==> src/rtl/video_pkg.sv <==
// Shared raster geometry defaults, scan-out pipeline latency and coordinate widths
// for the video timing path.
package video_pkg;

  localparam int unsigned DEF_H_ACTIVE = 320;
  localparam int unsigned DEF_H_FRONT  = 16;
  localparam int unsigned DEF_H_SYNC   = 32;
  localparam int unsigned DEF_H_BACK   = 32;
  localparam int unsigned DEF_H_TOTAL  = DEF_H_ACTIVE + DEF_H_FRONT + DEF_H_SYNC + DEF_H_BACK;

  localparam int unsigned DEF_V_ACTIVE = 192;
  localparam int unsigned DEF_V_FRONT  = 24;
  localparam int unsigned DEF_V_SYNC   = 3;
  localparam int unsigned DEF_V_BACK   = 43;
  localparam int unsigned DEF_V_TOTAL  = DEF_V_ACTIVE + DEF_V_FRONT + DEF_V_SYNC + DEF_V_BACK;

  // Pixel latency of the downstream scan-out stage; syncs are delayed to match it.
  localparam int unsigned SCANOUT_LATENCY = 2;

  localparam int unsigned X_W   = 9;
  localparam int unsigned Y_W   = 8;
  localparam int unsigned CNT_W = 9;

  typedef struct packed {
    logic vsync;
    logic hsync;
  } sync_pair_t;

endpackage

==> src/rtl/video_timing_if.sv <==
// Raster output bundle from the timing generator to the scan-out stage; the frame
// flag handshake exists only with VIDEO_TIMING_FRAME_IRQ_EN.
interface video_timing_if;
  import video_pkg::*;

  logic [X_W-1:0] x;
  logic [Y_W-1:0] y;
  logic           visible;
  logic           hsync;
  logic           vsync;
  logic           lineStart;
  logic           frameStart;
`ifdef VIDEO_TIMING_FRAME_IRQ_EN
  logic           irqAck;
  logic           frameIrq;
`endif

  modport master (
    output x, y, visible, hsync, vsync, lineStart, frameStart
`ifdef VIDEO_TIMING_FRAME_IRQ_EN
    , input irqAck, output frameIrq
`endif
  );

  modport slave (
    input x, y, visible, hsync, vsync, lineStart, frameStart
`ifdef VIDEO_TIMING_FRAME_IRQ_EN
    , output irqAck, input frameIrq
`endif
  );

endinterface

==> src/rtl/sync_delay.sv <==
// N-stage shift register for a {vsync, hsync} pair; synchronous reset fills every
// stage with RST_VAL. N == 0 is a plain wire.
module sync_delay #(
  parameter int unsigned N       = 2,
  parameter logic [1:0]  RST_VAL = 2'b00
) (
  input  logic       clk,
  input  logic       rst,
  input  logic [1:0] d_i,
  output logic [1:0] q_o
);

  if (N == 0) begin : g_bypass
    logic unused_clk_rst;
    assign unused_clk_rst = clk ^ rst;
    assign q_o = d_i;
  end else begin : g_shift
    localparam int unsigned W = 2 * N;
    logic [W-1:0] sr_q;

    // Newest sample enters at the bottom, oldest leaves from the top.
    always_ff @(posedge clk) begin
      if (rst) begin
        sr_q <= {N{RST_VAL}};
      end else begin
        sr_q <= (sr_q << 2) | W'(d_i);
      end
    end

    assign q_o = sr_q[W-1 -: 2];
  end

endmodule

==> src/rtl/video_timing.sv <==
// Raster timing generator: coordinates, visible qualifier, line/frame pulses and
// scan-out-aligned syncs. VIDEO_TIMING_FRAME_IRQ_EN adds a sticky vblank flag.
module video_timing
  import video_pkg::*;
#(
  parameter int unsigned H_ACTIVE   = DEF_H_ACTIVE,
  parameter int unsigned H_FRONT    = DEF_H_FRONT,
  parameter int unsigned H_SYNC     = DEF_H_SYNC,
  parameter int unsigned H_BACK     = DEF_H_BACK,
  parameter int unsigned V_ACTIVE   = DEF_V_ACTIVE,
  parameter int unsigned V_FRONT    = DEF_V_FRONT,
  parameter int unsigned V_SYNC     = DEF_V_SYNC,
  parameter int unsigned V_BACK     = DEF_V_BACK,
  parameter int unsigned SYNC_DELAY = SCANOUT_LATENCY,
  parameter bit          SYNC_POL   = 1'b0
) (
  input  logic           vClk,
  input  logic           vReset,
  video_timing_if.master vid
);

  localparam int unsigned H_TOTAL  = H_ACTIVE + H_FRONT + H_SYNC + H_BACK;
  localparam int unsigned V_TOTAL  = V_ACTIVE + V_FRONT + V_SYNC + V_BACK;
  localparam int unsigned HS_START = H_ACTIVE + H_FRONT;
  localparam int unsigned HS_END   = HS_START + H_SYNC;
  localparam int unsigned VS_START = V_ACTIVE + V_FRONT;
  localparam int unsigned VS_END   = VS_START + V_SYNC;

  if ((H_TOTAL > 512) || (V_TOTAL > 512) || (V_ACTIVE > 256)) begin : g_geom_check
    $error("video_timing: geometry does not fit the 9-bit counters / 8-bit y");
  end

  logic [CNT_W-1:0] h_q, h_d;
  logic [CNT_W-1:0] v_q, v_d;
  logic             run_q;
  logic [Y_W-1:0]   y_q, y_d;
  logic             visible_q, visible_d;
  logic             line_start_q, line_start_d;
  logic             frame_start_q, frame_start_d;
  logic             line_act;
  sync_pair_t       sync_raw_q, sync_raw_d;
  sync_pair_t       sync_dly;

  // First clock out of reset presents (0,0) instead of advancing past it.
  always_comb begin
    h_d = '0;
    v_d = '0;
    if (run_q) begin
      if (h_q == CNT_W'(H_TOTAL - 1)) begin
        v_d = (v_q == CNT_W'(V_TOTAL - 1)) ? '0 : v_q + CNT_W'(1);
      end else begin
        h_d = h_q + CNT_W'(1);
        v_d = v_q;
      end
    end
  end

  // Decode the next position so every output lines up with the counter it describes.
  always_comb begin
    line_act         = (v_d < CNT_W'(V_ACTIVE));
    visible_d        = line_act && (h_d < CNT_W'(H_ACTIVE));
    y_d              = line_act ? v_d[Y_W-1:0] : '0;
    line_start_d     = (h_d == '0);
    frame_start_d    = line_start_d && (v_d == '0);
    sync_raw_d.hsync = (h_d >= CNT_W'(HS_START)) && (h_d < CNT_W'(HS_END));
    sync_raw_d.vsync = (v_d >= CNT_W'(VS_START)) && (v_d < CNT_W'(VS_END));
  end

  always_ff @(posedge vClk) begin
    if (vReset) begin
      h_q           <= '0;
      v_q           <= '0;
      run_q         <= 1'b0;
      y_q           <= '0;
      visible_q     <= 1'b0;
      line_start_q  <= 1'b0;
      frame_start_q <= 1'b0;
      sync_raw_q    <= '0;
    end else begin
      h_q           <= h_d;
      v_q           <= v_d;
      run_q         <= 1'b1;
      y_q           <= y_d;
      visible_q     <= visible_d;
      line_start_q  <= line_start_d;
      frame_start_q <= frame_start_d;
      sync_raw_q    <= sync_raw_d;
    end
  end

  sync_delay #(
    .N       (SYNC_DELAY),
    .RST_VAL (2'b00)
  ) u_sync_delay (
    .clk (vClk),
    .rst (vReset),
    .d_i (sync_raw_q),
    .q_o (sync_dly)
  );

  assign vid.x          = X_W'(h_q);
  assign vid.y          = y_q;
  assign vid.visible    = visible_q;
  assign vid.lineStart  = line_start_q;
  assign vid.frameStart = frame_start_q;
  assign vid.hsync      = SYNC_POL ? sync_dly.hsync : ~sync_dly.hsync;
  assign vid.vsync      = SYNC_POL ? sync_dly.vsync : ~sync_dly.vsync;

`ifdef VIDEO_TIMING_FRAME_IRQ_EN
  logic frame_irq_q, frame_irq_d;

  // Start of vblank sets the flag; an ack in the same cycle loses to the set.
  always_comb begin
    frame_irq_d = frame_irq_q;
    if (vid.irqAck) begin
      frame_irq_d = 1'b0;
    end
    if ((h_d == '0) && (v_d == CNT_W'(V_ACTIVE))) begin
      frame_irq_d = 1'b1;
    end
  end

  always_ff @(posedge vClk) begin
    if (vReset) begin
      frame_irq_q <= 1'b0;
    end else begin
      frame_irq_q <= frame_irq_d;
    end
  end

  assign vid.frameIrq = frame_irq_q;
`endif

endmodule

==> src/flat_wrapper.sv <==
// flat-port wrapper written by rule: the top's interface ports become plain ports
module video_timing_flat import video_pkg::*;
#(
  parameter int unsigned H_ACTIVE   = DEF_H_ACTIVE,
  parameter int unsigned H_FRONT    = DEF_H_FRONT,
  parameter int unsigned H_SYNC     = DEF_H_SYNC,
  parameter int unsigned H_BACK     = DEF_H_BACK,
  parameter int unsigned V_ACTIVE   = DEF_V_ACTIVE,
  parameter int unsigned V_FRONT    = DEF_V_FRONT,
  parameter int unsigned V_SYNC     = DEF_V_SYNC,
  parameter int unsigned V_BACK     = DEF_V_BACK,
  parameter int unsigned SYNC_DELAY = SCANOUT_LATENCY,
  parameter bit          SYNC_POL   = 1'b0
)
  (vClk, vReset, vid_x, vid_y, vid_visible, vid_hsync, vid_vsync, vid_lineStart, vid_frameStart);
  video_timing_if vid_i ();
  input  logic vClk;
  input  logic vReset;
  output wire logic [$bits(vid_i.x)-1:0] vid_x;
  output wire logic [$bits(vid_i.y)-1:0] vid_y;
  output wire logic [$bits(vid_i.visible)-1:0] vid_visible;
  output wire logic [$bits(vid_i.hsync)-1:0] vid_hsync;
  output wire logic [$bits(vid_i.vsync)-1:0] vid_vsync;
  output wire logic [$bits(vid_i.lineStart)-1:0] vid_lineStart;
  output wire logic [$bits(vid_i.frameStart)-1:0] vid_frameStart;
  assign vid_x = vid_i.x;
  assign vid_y = vid_i.y;
  assign vid_visible = vid_i.visible;
  assign vid_hsync = vid_i.hsync;
  assign vid_vsync = vid_i.vsync;
  assign vid_lineStart = vid_i.lineStart;
  assign vid_frameStart = vid_i.frameStart;
  video_timing #(.H_ACTIVE(H_ACTIVE), .H_FRONT(H_FRONT), .H_SYNC(H_SYNC), .H_BACK(H_BACK), .V_ACTIVE(V_ACTIVE), .V_FRONT(V_FRONT), .V_SYNC(V_SYNC), .V_BACK(V_BACK), .SYNC_DELAY(SYNC_DELAY), .SYNC_POL(SYNC_POL)) u_core (.vClk(vClk), .vReset(vReset), .vid(vid_i));
endmodule
==> config.mk <==
export PLATFORM = sky130hd
export DESIGN_NAME = video_timing_flat
export DESIGN_NICKNAME = d
export VERILOG_FILES = /design/src/rtl/video_pkg.sv /design/src/rtl/video_timing_if.sv /design/src/rtl/sync_delay.sv /design/src/rtl/video_timing.sv /design/src/flat_wrapper.sv
export SDC_FILE = /design/constraint.sdc
export NUM_CORES = 1
export LEC_CHECK = 0
export BUFFER_PORTS_ARGS = -buffer_cell sky130_fd_sc_hd__buf_2
export CAP_MARGIN = 15
export CORE_ASPECT_RATIO = 0.5
export CORE_MARGIN = 2
export CORE_UTILIZATION = 47
export DETAILED_ROUTE_END_ITERATION = 10
export PLACE_DENSITY = 0.78
export SLEW_MARGIN = 20
export SYNTH_ARGS = -nofsm -noshare
export SYNTH_HDL_FRONTEND = slang
export SYNTH_HIERARCHICAL = 1
export SYNTH_SLANG_ARGS = --single-unit
==> constraint.sdc <==
create_clock -name vClk -period 3.5 [get_ports vClk]
set_input_delay 0.35 -clock vClk [delete_from_list [all_inputs] [get_ports vClk]]
set_output_delay 0.35 -clock vClk [all_outputs]
set_load 0.005 [all_outputs]
==> reports/qor.yml <==
outcome:
  outcome: "finished clean"
floorplan:
  start_util_pct: 51.2
  core_area_um2: 3580
  placementRows: 15
  die_h_um: 48.2
  die-area_um2: 4450
  die_x_um: 92.4
  io_pins: 24
logic_synthesis:
  synth_edf_count: 0
  seq_area_frac_synth_pct: 39.2
  synth_top_area_share_pct: 39.2
  synth_fp_nets: 202
  synth_ff_type: "dfxtp_1"
  post_synth_most_frequent_cells: "36 x dfxtp_1, 19 x nor2_1, 11 x xnor2_1"
  ys_types: 49
  syn_inst: 197
  ys_warn_count: 6
  synth_area_um2: 1840
  avgSynthCellArea_um2: 9.32
  synth_area_leader_cell: "dfxtp_1"
  synth_seq_cells: 36
  synth.area.top_cells: "dfxtp_1 39%, xnor2_1 5.2%, nor2_1 3.9%"
  synthArstFlopShare_pct: 0
  synth.most_common_cell: "dfxtp_1"
power:
  clkPwrFrac_pct: 41.7
  power_frac_comb_pct: 2.8
  power_density_nw_per_um2: 376
  power_leakage_nw: 0.726
  switching_share_pct: 22.7
  p_switching_uw: 170
  intPower_uw: 581
  p_seq_share_pct: 55.5
  irDropWorstVdd_uv: 135
drt:
  drtIter0Drc: 73
  dr_total_vias: 1515
  dr.pass1.iters: 4
  final_antenna_net_count: 0
  wl_per_cell_um: 14.9
  drc: 0
  wl_um: 3990
  viasPerCell: 5.67
finish:
  antennaDiodeCount: 0
  nFillCells: 327
  nets: 220
  area_growth_pct: 8.72
  finish.utilization_pct: 55.7
  drive_gt1_share_pct: 19.9
  fin_cells: 267
  regArea_um2: 721
  multi_input_area_um2: 966
clock_network:
  cts_resized: 0
  cts_hold_buffers: 0
  postCtsSetupBuffers: 0
  clk_latency_ns: 0.30
  clkTransAtPathRegs_ns: 0.08
  cts_buffer_depth: 2
  cts_tree: "built"
  clock-root-buffer: "clkbuf_8"
  h-tree-depth: 2
  cts.sinks: 36
  numCtsBuffers: 5
critical_path:
  critical_path.top_delay_family: "simple AND/OR/NAND/NOR gates"
  worst-path-buf-inv: 0
  critical-path-max-stage-delay_ns: 0.75
  crit_required_ns: 3.70
  crit_path_start_kind: "register"
  reg2reg_slack_ns: 0.73
  end_kind: "register"
  cp_max_fo: 13
  crit_chain: "ha_1 -> nand4_1 -> or4_4 -> a21oi_2 -> nand3_1 -> nor4_2"
  cp_slowest_cell: "or4_4"
  critPathKind: "register to register"
  critPathArrivalTime_ns: 2.97
hold_path:
  hold_path.class: "input port to register"
global_routing:
  grt_pass1_vias: 1375
  grt_max_degree: 14
  track_usage_pct: 19.4
  grt_pass1_wl_um: 6420
  antenna_found_initial: 0
  overflow: 0
sta:
  finalCriticalPeriod_ns: 2.77
  relSlewSlack_pct: 48.7
  fmax_ghz: 0.361
  finalMaxSlewViolations: 0
  rsz0062_at_grt: "no"
  setup_ws_ns: 0.731
  finalSetupViolations: 0
  fin_crit_sh_pct: 79.1
  worst_clock_skew_ns: 0.0115
  hold_viol_final: 0
  final.setup.tns_ns: 0
  worst_pin_slew_ns: 0.768
placement:
  io_buffers: 23
  dp_slack_ns: 0.842
  post-dp-hpwl_um: 2860
  dp.cells: 259
  place.gp.congestion: 0.924
job:
  maxCapViolations: 0
[per-layer routing]
metal | global-route usage, % | part of all wire, % | up-vias
met2 | 33.6 | 45 | 51
met3 | 6.80 | 7.5 | 5
met4 | 5.37 | 0.83 | 0
li1 | - | - | 747
met5 | 0 | 0 | -
met1 | 24.1 | 46 | 712
[metrics by stage]
stage	hold WS, ns	cell area [um^2]	power, mW
final	0.351	2000	0.751
after global routing	0.356	2000	0.772
after CTS	0.350	2000	0.752
after detailed placement	0.420	1900	0.446
after global placement	0.419	1900	0.446
after floorplan	0.414	1840	0.437
[layout by cell type (no fill, tap or decap), drive strengths merged, types with 3 or more instances in the layout]
cell,netlist,final
a211oi,3,3
a21boi,3,3
a21oi,8,8
and2,3,3
buf,10,23
clkbuf,2,7
dfxtp,36,36
ha,3,3
inv,10,10
nand2,9,9
nand3,5,5
nand3b,3,3
nand4,7,7
nor2,19,19
nor2b,7,7
nor3,9,9
nor4,7,7
o211ai,5,5
o21ai,6,6
xnor2,11,11
[registers in the layout, summed over array words and instances (netlist names)]
name	count
u_core/vid.x	9
u_core/vid.frameStart	1
u_core/run_q	1
u_core/sync_raw_q	2
u_core/v_q	9
u_core/vid.visible	1
u_core/vid.y	8
u_core/vid.lineStart	1
u_core/u_sync_delay/g_shift.sr_q	4
[power groups by stage]
stage | Clock, mW | Sequential [mW] | Combinational (mW)
2_1_floorplan | 0 | 0.426 | 0.0112
3_3_place_gp | 0 | 0.426 | 0.0201
3_5_place_dp | 0 | 0.426 | 0.0204
4_1_cts | 0.315 | 0.416 | 0.0205
5_1_grt | 0.332 | 0.417 | 0.0228
6_report | 0.313 | 0.417 | 0.0208
[final cells by class]
| type | count | area share, % |
|---|---|---|
| inverter | 10 | 1.88 |
| multi-input combinational | 139 | 48.4 |
| clock buffer | 7 | 4.32 |
| sequential | 36 | 36.1 |
| clock inverter | 1 | 0.376 |
| timing repair buffer | 23 | 5.76 |
| tap | 51 | 3.20 |
[kinds of logic (layout without fill, tap and decap cells)]
group,count (synthesis),after routing,share of synthesized area [%]
compound gates,39,39,16.4
mux,1,1,0.545
fa+ha+maj,3,3,2.04
buf+inv,22,41,8.17
xor+xnor,13,13,6.20
simple gates,83,83,27.4
flops,36,36,39.2
[worst paths after layout]
| check | endpoint | start | cells after the start |
|---|---|---|---|
| worst max-delay path | u_core/sync_raw_q[1] | u_core/vid.x[0] | 6 |
| worst max register to register | u_core/sync_raw_q[1] | u_core/vid.x[0] | 6 |
| worst min register to register | u_core/u_sync_delay/g_shift.sr_q[0] | u_core/sync_raw_q[0] | 1 |
| worst min-delay path | u_core/u_sync_delay/g_shift.sr_q[3] | vReset | 2 |
(Power assumes the default switching activity.)
